**src/rtl/led7_scan_decoder.sv**
```systemverilog
// Recovers an 8-digit numeric display from a multiplexed 7-segment LED bus.
// Each scanned position is debounced, decoded to a 4-bit code and collected
// in a shadow frame; the frame is published once all eight positions are seen.
//
// Handshake: there is no valid/ready pair here. frame_strobe_o is a single-cycle
// qualifier, high on exactly the cycle digits_o/dp_o take a new frame value;
// consumers may sample digits_o/dp_o at any time. frame_valid_o is a level.
module led7_scan_decoder #(
  parameter int STABLE_CYCLES = 4,
  parameter int TIMEOUT       = 65535
) (
  input  logic        clk_i,
  input  logic        rst_i,
  input  logic [7:0]  led7_an_i,
  input  logic [7:0]  led7_seg_i,
  output logic [31:0] digits_o,
  output logic [7:0]  dp_o,
  output logic        frame_strobe_o,
  output logic        frame_valid_o,
  output logic        an_err_o,
  output logic        seg_err_o,
  output logic [1:0]  fsm_state_o
);

  typedef enum logic [1:0] {
    IDLE   = 2'd0,
    SETTLE = 2'd1,
    HELD   = 2'd2
  } state_t;

  localparam logic [3:0]  STABLE_LAST = 4'(STABLE_CYCLES - 1);
  localparam logic [15:0] TIMEOUT_VAL = 16'(TIMEOUT);

  state_t      state;
  logic [3:0]  cnt;
  logic [2:0]  pos;
  logic [7:0]  an_q, seg_q, an_p, seg_p;
  logic        samp_vld;
  logic [31:0] shadow;
  logic [7:0]  shadow_dp;
  logic [7:0]  mask;
  logic [15:0] idle_cnt;

  logic [7:0]  inv;
  logic        an_one, an_multi, changed;
  logic [2:0]  an_pos;
  logic        new_run, capture;
  logic [2:0]  cap_pos;
  logic [3:0]  code;
  logic        complete, timeout_hit;

  function automatic logic [3:0] glyph_code(input logic [6:0] g);
    case (g)
      7'b0000001: glyph_code = 4'h0;
      7'b1001111: glyph_code = 4'h1;
      7'b0010010: glyph_code = 4'h2;
      7'b0000110: glyph_code = 4'h3;
      7'b1001100: glyph_code = 4'h4;
      7'b0100100: glyph_code = 4'h5;
      7'b0100000: glyph_code = 4'h6;
      7'b0001111: glyph_code = 4'h7;
      7'b0000000: glyph_code = 4'h8;
      7'b0000100: glyph_code = 4'h9;
      7'b1111111: glyph_code = 4'hB;
      default:    glyph_code = 4'hF;
    endcase
  endfunction

  // Classify the sampled anode and detect any change from the previous sample.
  always_comb begin
    inv      = ~an_q;
    an_one   = 1'b0;
    an_multi = 1'b0;
    an_pos   = 3'd0;
    if (samp_vld) begin
      an_one   = (inv != 8'h00) && ((inv & (inv - 8'd1)) == 8'h00);
      an_multi = (inv != 8'h00) && !an_one;
    end
    for (int k = 0; k < 8; k++) begin
      if (inv[k]) an_pos = 3'(k);
    end
    changed     = {an_q, seg_q} != {an_p, seg_p};
    new_run     = an_one && ((state == IDLE) || changed);
    capture     = (new_run && (STABLE_CYCLES == 1)) ||
                  ((state == SETTLE) && !changed && (cnt + 4'd1 == STABLE_LAST));
    cap_pos     = new_run ? an_pos : pos;
    code        = glyph_code(seg_q[7:1]);
    complete    = (mask == 8'hFF);
    timeout_hit = !capture && (idle_cnt != TIMEOUT_VAL) &&
                  (idle_cnt + 16'd1 == TIMEOUT_VAL);
  end

  // Register the raw bus once, and keep the prior sample for change detection.
  always_ff @(posedge clk_i) begin
    if (rst_i) begin
      an_q     <= 8'h00;
      seg_q    <= 8'h00;
      an_p     <= 8'h00;
      seg_p    <= 8'h00;
      samp_vld <= 1'b0;
    end else begin
      an_q     <= led7_an_i;
      seg_q    <= led7_seg_i;
      an_p     <= an_q;
      seg_p    <= seg_q;
      samp_vld <= 1'b1;
    end
  end

  // Debounce FSM: a new single-anode value starts a run, a steady run captures once.
  always_ff @(posedge clk_i) begin
    if (rst_i) begin
      state <= IDLE;
      cnt   <= 4'd0;
      pos   <= 3'd0;
    end else if (new_run) begin
      pos   <= an_pos;
      cnt   <= 4'd0;
      state <= capture ? HELD : SETTLE;
    end else if (capture) begin
      state <= HELD;
    end else if ((state != IDLE) && changed) begin
      state <= IDLE;
    end else if (state == SETTLE) begin
      cnt <= cnt + 4'd1;
    end
  end

  // Shadow frame, seen mask, idle timer, published outputs and sticky errors.
  always_ff @(posedge clk_i) begin
    if (rst_i) begin
      shadow         <= 32'h0;
      shadow_dp      <= 8'h00;
      mask           <= 8'h00;
      idle_cnt       <= 16'd0;
      digits_o       <= 32'h0;
      dp_o           <= 8'h00;
      frame_strobe_o <= 1'b0;
      frame_valid_o  <= 1'b0;
      an_err_o       <= 1'b0;
      seg_err_o      <= 1'b0;
    end else begin
      frame_strobe_o <= complete;
      if (complete) begin
        digits_o      <= shadow;
        dp_o          <= shadow_dp;
        frame_valid_o <= 1'b1;
      end else if (timeout_hit) begin
        frame_valid_o <= 1'b0;
      end
      // A full mask or a timeout empties the mask; a same-cycle capture still lands.
      mask <= ((complete || timeout_hit) ? 8'h00 : mask) |
              (capture ? (8'h01 << cap_pos) : 8'h00);
      if (capture) begin
        shadow[{cap_pos, 2'b00} +: 4] <= code;
        shadow_dp[cap_pos]            <= ~seg_q[0];
        idle_cnt                      <= 16'd0;
        if (code == 4'hF) seg_err_o <= 1'b1;
      end else if (idle_cnt != TIMEOUT_VAL) begin
        idle_cnt <= idle_cnt + 16'd1;
      end
      if (an_multi) an_err_o <= 1'b1;
    end
  end

  assign fsm_state_o = state;

endmodule

```
**config.mk**
```make
export PLATFORM = sky130hd
export DESIGN_NAME = led7_scan_decoder
export DESIGN_NICKNAME = d
export VERILOG_FILES = /design/src/rtl/led7_scan_decoder.sv
export SDC_FILE = /design/constraint.sdc
export NUM_CORES = 1
export LEC_CHECK = 0
export BUFFER_PORTS_ARGS = -buffer_cell sky130_fd_sc_hd__buf_2
export CORE_MARGIN = 8
export CORE_UTILIZATION = 35
export CTS_CLUSTER_DIAMETER = 120
export CTS_CLUSTER_SIZE = 25
export DETAILED_ROUTE_END_ITERATION = 8
export GPL_ROUTABILITY_DRIVEN = 0
export GPL_TIMING_DRIVEN = 0
export SETUP_SLACK_MARGIN = 0.15
export SYNTH_ARGS = -nofsm -noshare
export SYNTH_HDL_FRONTEND = slang
export SYNTH_SLANG_ARGS = --single-unit
export TNS_END_PERCENT = 100
```
**constraint.sdc**
```tcl
create_clock -name clk_i -period 3.9 [get_ports clk_i]
set_clock_uncertainty 0.15 [all_clocks]
set_input_delay 0.195 -clock clk_i [delete_from_list [all_inputs] [get_ports clk_i]]
set_output_delay 0.195 -clock clk_i [all_outputs]
set_load 0.01 [all_outputs]
```
==> impl_metrics.toml, run 1 <==
[clock_tree]
cts_tree = "yes"
path_clk_slew_ps = 60
clockBufferDepth = 2
clockRootBuffer = "clkbuf_16"
cts_max_level = 4
clkLatencyLatePin_ps = 420
cts-buffers-inserted = 17
cts_sinks = 150

[synth]
yosysTopAreaCellShare_pct = 47.5
synth-main-ff-cell = "dfxtp_1"
synth-edff-count = 0
async_reset_ff_share_pct = 0
syn_nets = 744
syn_avg_cell_area_um2 = 8.83
synth_area_leaders = "dfxtp_1 48%, nand2_1 6.5%, a21oi_1 4.9%"
synth_cells = 715
synth_seq_cells = 150
yosys_warnings = 0
synth_cell_types = 63
synth_top_cell_by_area = "dfxtp_1"
synth.yosys.seq_area_share_pct = 47.5
netlist_area_mm2 = 0.00632

[worst_setup_path]
worstPathMaxFanout = 8
crit_family = "simple AND/OR/NAND/NOR gates"
arrival_ps = 3740
critPathMaxStageDelay_ps = 550
cp_num_buf_inv = 3
worst_ep_required_time_ps = 4030
critical_path_class = "reg2reg"
cp-start-kind = "flop"
end_kind = "flop"
path_cells = "clkbuf_2 -> xor2_1 -> nor4_2 -> nand4_1 -> o211a_1 -> mux2_4 -> buf_6 -> inv_4 -> ha_4 -> ha_4 -> or4_4 -> or4_4 -> nand3_2 -> o21ai_1"
reg2reg_slack_ps = 290
critical-path-slowest-cell = "or4_4"

[sta]
finalCritPeriodShare_pct = 92.6
rsz0062_at_grt = "false"
clock.fmax_mhz = 277
hold_viol_final = 0
whs_ps = 44.8
setup_violations = 0
worstMarginPinSlew_ps = 1250
slew_headroom_pct = 16.0
period_needed_ps = 3610
drv_slew = 0

[routing]
drt_iter0_drc = 210
drcViolationCount = 0
ant_nets = 0
routed_wl_mm = 15.8
via_per_inst = 5.01
wire_per_inst_um = 14.8
drtPass1Iterations = 5
dr_total_vias = 5358

[floorplanning]
num_rows = 49
die_y_um = 150
fp.dieW_um = 150
start_util_pct = 35.4
design.portCount = 64
core-area_mm2 = 0.0178
dieArea_mm2 = 0.0226

[run]
maxCapViolCount = 0

[grt]
grt_pass1_wl_mm = 25.7
grt_pass1_vias = 5139
grtUsageTotal_pct = 14.3
gr-total-overflow = 0
grt_max_degree = 17
antenna_found_initial = 0

[placement]
hpwl_mm = 11.0
numPortBuffers = 63

[cells_and_area]
utilization_pct = 44.8
drive_above_1_share_pct = 19.4
syn_to_final_growth_pct = 26.7
fillCellCount = 1760
antenna_cells = 0
nets = 857

[power]
ir_drop_mv = 0.379
p_per_area_mw_per_mm2 = 427
p_leak_nw = 3.06

[hold_path]
min_path_type = "in2reg"

[status]
status = "complete, no violations"
## layer usage
layer	up-vias	wire length [um]	global-route usage, %
met2	104	7460	23.3
li1	2742	-	-
met5	-	0	0
met3	16	898	4.12
met4	0	190	4.35
met1	2496	7300	17.8
## where the power goes
group	total (mW)	internal (mW)	switching [mW]
Combinational	0.166	0.0663	0.100
Sequential	1.57	1.55	0.0144
Clock	1.68	1.08	0.602
## worst min-delay path: cells and delay by family
family / cells / cell delay (ps)
compound gates: 1 / 70
buf+inv: 1 / 120
simple gates: 2 / 180
## path summary, 6_finish.rpt
| path | from | cells after the start | endpoint |
|---|---|---|---|
| worst min register to register | digits_o[9]$_SDFFE_PP0P_ | 2 | digits_o[9]$_SDFFE_PP0P_ |
| worst min-delay path | rst_i | 4 | shadow[19]$_SDFFE_PP0P_ |
| worst max-delay path | an_q[7]$_SDFF_PP0_ | 14 | shadow[10]$_SDFFE_PP0P_ |
| worst max register to register | an_q[7]$_SDFF_PP0_ | 14 | shadow[10]$_SDFFE_PP0P_ |
## stage by stage
step | instances | total power [mW] | instance area [um^2] | setup TNS (ps) | setup slack (ps)
finish | 1069 | 3.42 | 8000 | 0 | 287
global route | 1069 | 3.53 | 8000 | 0 | 145
CTS | 1062 | 3.44 | 7830 | 0 | 164
detailed placement | 1008 | 1.74 | 6920 | -8310 | -601
global placement | 1007 | 1.74 | 6920 | -7350 | -569
floorplan | 715 | 1.69 | 6320 | 0 | 158
## layout by cell type, fill, tap and decap left out, types with 4 or more instances in the layout
| cell | n |
|---|---|
| nand3_2 | 8 |
| dlygate4sd3_1 | 16 |
| nand2b_1 | 6 |
| o21ai_0 | 24 |
| mux2i_1 | 10 |
| clkbuf_1 | 30 |
| or4_4 | 4 |
| xnor2_1 | 11 |
| nand2_1 | 108 |
| bufinv_16 | 4 |
| clkbuf_16 | 17 |
| nand3b_1 | 5 |
| xor2_1 | 19 |
| nor2b_1 | 31 |
| buf_4 | 18 |
| inv_1 | 13 |
| a21oi_1 | 62 |
| and4_1 | 4 |
| a211oi_1 | 4 |
| a311oi_1 | 7 |
| nand3_1 | 26 |
| dfxtp_1 | 146 |
| a32o_1 | 7 |
| o2111ai_1 | 6 |
| nor2_1 | 38 |
| and3_1 | 10 |
| o21ai_1 | 9 |
| ha_1 | 7 |
| nor3_1 | 16 |
| dfxtp_2 | 4 |
| nand4_1 | 14 |
| buf_6 | 4 |
| buf_2 | 67 |
## sequential cells by signal (all words and copies together), names as in the netlist, 2 cells and up
name	count
seg_p	8
shadow	32
fsm_state_o	2
shadow_dp	8
idle_cnt	16
pos	3
an_p	8
dp_o	8
seg_q	8
cnt	4
digits_o	32
an_q	8
mask	8
## cells by family (layout without fill, tap and decap cells)
logic type | after synthesis | after routing | share of synthesized area [%]
AO/OA/AOI/OAI | 145 | 145 | 14.4
XOR/XNOR | 32 | 32 | 4.56
adder cells (fa/ha/maj) | 12 | 12 | 2.34
buffers and inverters | 57 | 182 | 3.80
flip-flops | 150 | 150 | 47.5
multiplexers | 13 | 13 | 2.10
AND/OR/NAND/NOR | 306 | 306 | 25.3
## synthesized netlist by cell type (7+ instances only)
master	instances
dfxtp_1	150
nand2_1	109
a21oi_1	62
nor2_1	38
nand3_1	34
nor2b_1	31
o21ai_0	31
clkbuf_1	30
xor2_1	20
nor3_1	17
inv_1	15
nand4_1	14
ha_1	11
mux2i_1	11
xnor2_1	11
and3_1	10
a311oi_1	7
a32o_1	7
## cell type report
type | count | area [um^2] | share of cell area [%]
buffer | 42 | 219 | 2.74
clock buffer | 22 | 454 | 5.68
clock inverter | 9 | 151 | 1.89
inverter | 15 | 61.3 | 0.766
multi-input combinational | 508 | 3240 | 40.4
sequential | 150 | 3010 | 37.6
tap | 229 | 287 | 3.58
timing repair buffer | 94 | 586 | 7.32
## what timing repair did
| item | CTS | global route |
|---|---|---|
| buffers inserted | 7 | 7 |
| endpoints found under the hold margin | 16 | 0 |
| pin swaps | 7 | 15 |
| hold buffers | 16 | 0 |
| gates resized for setup | 23 | 41 |
| endpoints found under the setup margin | 32 | 23 |
(Power assumes the default switching activity.)
==> run 2, diff against run 1 <==
--- a/config.mk
+++ b/config.mk
@@ -6,12 +6,11 @@
 export NUM_CORES = 1
 export LEC_CHECK = 0
 export BUFFER_PORTS_ARGS = -buffer_cell sky130_fd_sc_hd__buf_2
-export CORE_MARGIN = 8
+export CORE_MARGIN = 2
 export CORE_UTILIZATION = 35
 export CTS_CLUSTER_DIAMETER = 120
 export CTS_CLUSTER_SIZE = 25
 export DETAILED_ROUTE_END_ITERATION = 8
-export GPL_ROUTABILITY_DRIVEN = 0
 export GPL_TIMING_DRIVEN = 0
 export SETUP_SLACK_MARGIN = 0.15
 export SYNTH_ARGS = -nofsm -noshare
==> impl_metrics.toml, run 2 (synthesis results as in run 1) <==
[sta]
slew_headroom_pct = 22.0
rsz0062_at_grt = "true"
fin_ws_ps = 253
clock.fmax_mhz = 274
setup_violations = 0
drv_slew = 0
worstMarginPinSlew_ps = 1160
hold_viol_final = 0
finalCritPeriodShare_pct = 93.5
period_needed_ps = 3650

[power]
internal_power_mw = 2.65
p_switching_mw = 0.736
power_frac_seq_pct = 46.3
p_per_area_mw_per_mm2 = 430
p_leak_nw = 3.01
combPwrFrac_pct = 4.7
p_total_mw = 3.38
switching_share_pct = 21.8
clkPwrFrac_pct = 49.0
ir_drop_mv = 0.307

[worst_setup_path]
end_kind = "flop"
arrival_ps = 3780
worstPathMaxFanout = 8
timing.rr.start = "an_q[4]$_SDFF_PP0_"
cp-start-kind = "flop"
reg2reg_depth = 14
reg2reg_slack_ps = 250
critical-path-slowest-cell = "or4_4"
crit_family = "simple AND/OR/NAND/NOR gates"
r2r-end = "shadow[26]$_SDFFE_PP0P_"
path_cells = "buf_4 -> xor2_1 -> nor4_2 -> nand4_1 -> o211a_1 -> mux2_4 -> buf_6 -> inv_2 -> ha_4 -> ha_4 -> or4_4 -> or4_4 -> nand3_1 -> o21ai_0"
critPathMaxStageDelay_ps = 530
worst_ep_required_time_ps = 4030
critical_path_class = "reg2reg"
cp_num_buf_inv = 3

[placement]
hpwl_mm = 10.6
numPortBuffers = 63
pre_cts_slack_ps = -588
dpl.cell_count = 1008
place.gp.congestion = 0.847

[floorplanning]
start_util_pct = 35.4
core-area_mm2 = 0.0178
num_rows = 49
die_y_um = 138
dieArea_mm2 = 0.0191
design.portCount = 64
fp.dieW_um = 138

[status]
status = "complete, no violations"

[grt]
grt_pass1_vias = 5103
grt_pass1_wl_mm = 25.5
antenna_found_initial = 0
grt_max_degree = 17
gr-total-overflow = 0
grtUsageTotal_pct = 16.4

[hold_path]
hold_start = "rst_i"
min_path_type = "in2reg"
holdPathEnd = "shadow[16]$_SDFFE_PP0P_"
hold_depth = 4

[routing]
drtPass1Iterations = 5
drt_iter0_drc = 341
via_per_inst = 5.02
routed_wl_mm = 15.4
wire_per_inst_um = 14.5
drcViolationCount = 0
ant_nets = 0
dr_total_vias = 5330

[cells_and_area]
nets = 851
final_cells = 1062
mostFrequentLayoutCells = "148 x dfxtp_1, 108 x nand2_1, 68 x buf_2"
antenna_cells = 0
syn_to_final_growth_pct = 24.5
utilization_pct = 44.1
layout_commonest_cell = "dfxtp_1"
drive_above_1_share_pct = 17.3
largestRegisters = "digits_o: 32 flops, shadow: 32 flops, idle_cnt: 16 flops"
fillCellCount = 1760

[clock_tree]
cts-buffers-inserted = 17
path_clk_slew_ps = 60
cts_sinks = 150
clockBufferDepth = 2
clkLatencyLatePin_ps = 430
clockRootBuffer = "clkbuf_16"
cts_tree = "yes"
cts_max_level = 4

[run]
maxCapViolCount = 0
## run 2: cell types whose count changed in the layout (fill, tap and decap cells not counted), sizes merged
cell / change
buf: -8
clkbuf: +2
bufinv: -1
## run 2: worst max-delay path by stage
stage / startpoint / to / cells past startpoint
global placement: an_q[3]$_SDFF_PP0_ / shadow[17]$_SDFFE_PP0P_ / 12
finish: an_q[4]$_SDFF_PP0_ / shadow[26]$_SDFFE_PP0P_ / 14
CTS: seg_q[1]$_SDFF_PP0_ / shadow[13]$_SDFFE_PP0P_ / 13
detailed placement: an_q[3]$_SDFF_PP0_ / shadow[18]$_SDFFE_PP0P_ / 12
floorplan: an_q[3]$_SDFF_PP0_ / shadow[17]$_SDFFE_PP0P_ / 12
global route: seg_q[6]$_SDFF_PP0_ / shadow[31]$_SDFFE_PP0P_ / 13
## run 2: through the flow
stage                     TNS [ps]  instance area, um^2  hold slack, ps
after floorplan                  0                 6320             173
after global placement       -7310                 6920             252
after detailed placement     -7270                 6920             258
after CTS                        0                 7820            44.6
after global routing             0                 7870            99.1
final                            0                 7870            71.5
## run 2: what timing repair did
action,CTS,global route
hold buffers,16,0
pin swaps,6,7
cloned,0,0
endpoints found under the setup margin,32,20
endpoints found under the hold margin,16,0
gates resized for setup,22,14
buffers inserted,7,1
## run 2: final cells by class
type / instances / area [um^2] / area share, %
timing repair buffer: 88 / 553 / 7.03
sequential: 150 / 3010 / 38.2
inverter: 15 / 58.8 / 0.748
multi-input combinational: 508 / 3160 / 40.2
clock inverter: 8 / 125 / 1.59
buffer: 42 / 209 / 2.66
tap: 229 / 287 / 3.64
clock buffer: 22 / 464 / 5.90
## run 2: power groups by stage
stage                     Clock [mW]  Combinational [mW]  Sequential, mW
after floorplan                    0              0.0962            1.60
after detailed placement           0               0.143            1.60
after global routing            1.76               0.175            1.57
after CTS                       1.69               0.157            1.57
after global placement             0               0.142            1.60
final                           1.66               0.158            1.57
## run 2: layer usage
layer  GRT usage [%]  share of wire [%]
met4            5.37                1.1
met1            21.8                 49
met5               0                  0
met3            3.98                4.1
met2            26.3                 46
## run 2: worst reg2reg max path: stages, from the launching register on
cell and delay, ps:
dfxtp_1 290, buf_4 160, xor2_1 150, nor4_2 320, nand4_1 180, o211a_1 320
mux2_4 240, buf_6 100, inv_2 50, ha_4 170, ha_4 170, or4_4 530
or4_4 480, nand3_1 100, o21ai_0 80
==> run 3, diff against run 2 <==
--- a/config.mk
+++ b/config.mk
@@ -5,6 +5,7 @@
 export SDC_FILE = /design/constraint.sdc
 export NUM_CORES = 1
 export LEC_CHECK = 0
+export ABC_AREA = 1
 export BUFFER_PORTS_ARGS = -buffer_cell sky130_fd_sc_hd__buf_2
 export CORE_MARGIN = 2
 export CORE_UTILIZATION = 35
==> impl_metrics.toml, run 3 <==
[placement]
postPlaceCellArea_mm2 = 0.00748
hpwl_mm = 11.8
place.gp.congestion = 0.864
pre_cts_slack_ps = -31.5
numPortBuffers = 63

[worst_setup_path]
critPathMaxStageDelay_ps = 390
arrival_ps = 3660
end_kind = "flop"
critical-path-slowest-cell = "dfxtp_1"
path_cells = "inv_2 -> nand2_1 -> nand2_1 -> nor2_1 -> nand2_1 -> nor2_2 -> nand3_4 -> nand3_2 -> nand2_4 -> buf_8 -> ha_1 -> ha_1 -> clkbuf_2 -> inv_1 -> nor2_4 -> nand3_4 -> o21ai_1 -> nor2_1"
critical_path_class = "reg2reg"
cp-start-kind = "flop"
worstPathMaxFanout = 11
cp_common_cell = "nand2_1"
worst_ep_required_time_ps = 4070

[synth]
synth_common_cells = "197 x nor2_1, 177 x nand2_1, 150 x dfxtp_1"
synth-edff-count = 0
synth_cell_types = 41
yosys_warnings = 0
synth_seq_cells = 150
synth_top_cell_by_area = "dfxtp_1"
syn_avg_cell_area_um2 = 7.17
synth_area_leaders = "dfxtp_1 44%, nor2_1 11%, nand2_1 9.7%"
netlist_area_mm2 = 0.00683
post-synth-top-count-cell = "nor2_1"
yosysTopAreaCellShare_pct = 44.0
synth_cells = 953
synth-main-ff-cell = "dfxtp_1"
syn_nets = 982
synth.yosys.seq_area_share_pct = 44.0
async_reset_ff_share_pct = 0

[floorplanning]
core-area_mm2 = 0.0193
start_util_pct = 35.3
design.portCount = 64
dieArea_mm2 = 0.0206
fp.dieW_um = 144
num_rows = 51
die_y_um = 144

[clock_tree]
cts_max_level = 4
post-cts-setup-buffers = 0
clockBufferDepth = 2
cts_tree = "yes"
cts_sinks = 150
clockRootBuffer = "clkbuf_16"
clkLatencyLatePin_ps = 420
path_clk_slew_ps = 60
cts-buffers-inserted = 17

[sta]
worstMarginPinSlew_ps = 643
whs_ps = 210
hold_viol_final = 0
slew_headroom_pct = 57.1
clock.fmax_mhz = 286
finalCritPeriodShare_pct = 89.6
drv_slew = 0
rsz0062_at_grt = "false"
setup_violations = 0
period_needed_ps = 3490
fin_ws_ps = 407

[grt]
grtUsageTotal_pct = 16.3
gr-total-overflow = 0
grt_max_degree = 17
grt_pass1_vias = 5457
antenna_found_initial = 0
grt_pass1_wl_mm = 26.5

[cells_and_area]
multi_input_area_mm2 = 0.00323
largestRegisters = "digits_o: 32 flops, shadow: 32 flops, idle_cnt: 16 flops"
regArea_mm2 = 0.00300
antenna_cells = 0
design_area_mm2 = 0.00826
nets = 1080
mostFrequentLayoutCells = "197 x nor2_1, 177 x nand2_1, 149 x dfxtp_1"
syn_to_final_growth_pct = 21.0
fillCellCount = 1979
layout_commonest_cell = "nor2_1"
drive_above_1_share_pct = 14.7

[routing]
wire_per_inst_um = 12.1
drcViolationCount = 0
drt_iter0_drc = 374
dr_total_vias = 6009
ant_nets = 0
drtPass1Iterations = 7
via_per_inst = 4.52
routed_wl_mm = 16.1

[status]
status = "complete, no violations"

[hold_path]
min_path_type = "in2reg"

[power]
p_total_mw = 3.41
ir_drop_mv = 0.346
p_per_area_mw_per_mm2 = 412
p_leak_nw = 3.72

[run]
maxCapViolCount = 0
[run 3: cell count changes after synthesis, moves of 7 or more]
cell,previous run,this run
inv_1,15,111
xnor2_1,11,0
nand2_1,109,177
nand3_4,0,8
nor2_1,38,197
inv_2,0,8
and3_1,10,0
nor2b_1,31,1
a32o_1,7,0
o21ai_0,31,49
nor2_4,0,7
nand2_2,0,7
mux2i_1,11,0
xor2_1,20,12
[run 3: worst max-delay path: cells and delay by family, from the launching register on]
| kind | cells | cell delay [ps] |
|---|---|---|
| simple gates | 11 | 1490 |
| buf+inv | 4 | 610 |
| fa+ha+maj | 2 | 500 |
| flops | 1 | 390 |
| compound gates | 1 | 230 |
[run 3: logic make-up after synthesis]
family / Yosys count / share of synthesized area, %
flops: 150 / 44.0
buf+inv: 153 / 8.96
simple gates: 496 / 33.6
compound gates: 131 / 9.95
xor+xnor: 12 / 1.54
fa+ha+maj: 11 / 2.02
[run 3: what timing repair did]
action,4_1_cts,5_1_grt
setup endpoints to repair,4,23
pin swaps,0,1
resized for setup,1,7
hold buffers,16,0
hold endpoints to repair,16,0
[run 3: final cells by class]
cell class / instances / share of cell area, %
Tap cell: 265 / 4.01
Multi-Input combinational cell: 650 / 39.0
Clock inverter: 11 / 1.79
Buffer: 32 / 1.88
Clock buffer: 21 / 5.57
Timing Repair Buffer: 79 / 5.75
Sequential cell: 150 / 36.4
Inverter: 121 / 5.60
[run 3: worst paths after layout]
path | start | endpoint | slack [ps] | cells after the start
min | rst_i | fsm_state_o[0]$_SDFFE_PP0P_ | 210 | 4
max | seg_q[2]$_SDFF_PP0_ | shadow[28]$_SDFFE_PP0P_ | 410 | 18
min reg2reg | shadow[4]$_SDFFE_PP0P_ | digits_o[4]$_SDFFE_PP0P_ | 300 | 2
max reg2reg | seg_q[2]$_SDFF_PP0_ | shadow[28]$_SDFFE_PP0P_ | 410 | 18
[run 3: metal layers]
metal / global-route usage [%] / wire (um) / part of all wire, %
met1: 23.1 / 8250 / 51
met4: 4.33 / 147 / 0.92
met3: 4.07 / 804 / 5.0
met5: 0 / 0 / 0
met2: 24.8 / 6840 / 43
[run 3: stage by stage]
| stage | TNS [ps] | util, % | std cells |
|---|---|---|---|
| global placement | 0 | 38.7 | 1281 |
| global route | 0 | 42.7 | 1329 |
| detailed placement | -80.9 | 38.7 | 1281 |
| floorplan | 0 | - | 953 |
| CTS | 0 | 42.7 | 1329 |
| finish | 0 | 42.7 | 1329 |
[run 3: power by group]
part | internal, mW | leakage [nW] | switching [mW] | total [mW]
clock network | 1.04 | 0.286 | 0.649 | 1.69
logic | 0.0525 | 2.21 | 0.0905 | 0.143
registers | 1.55 | 1.22 | 0.0191 | 1.57
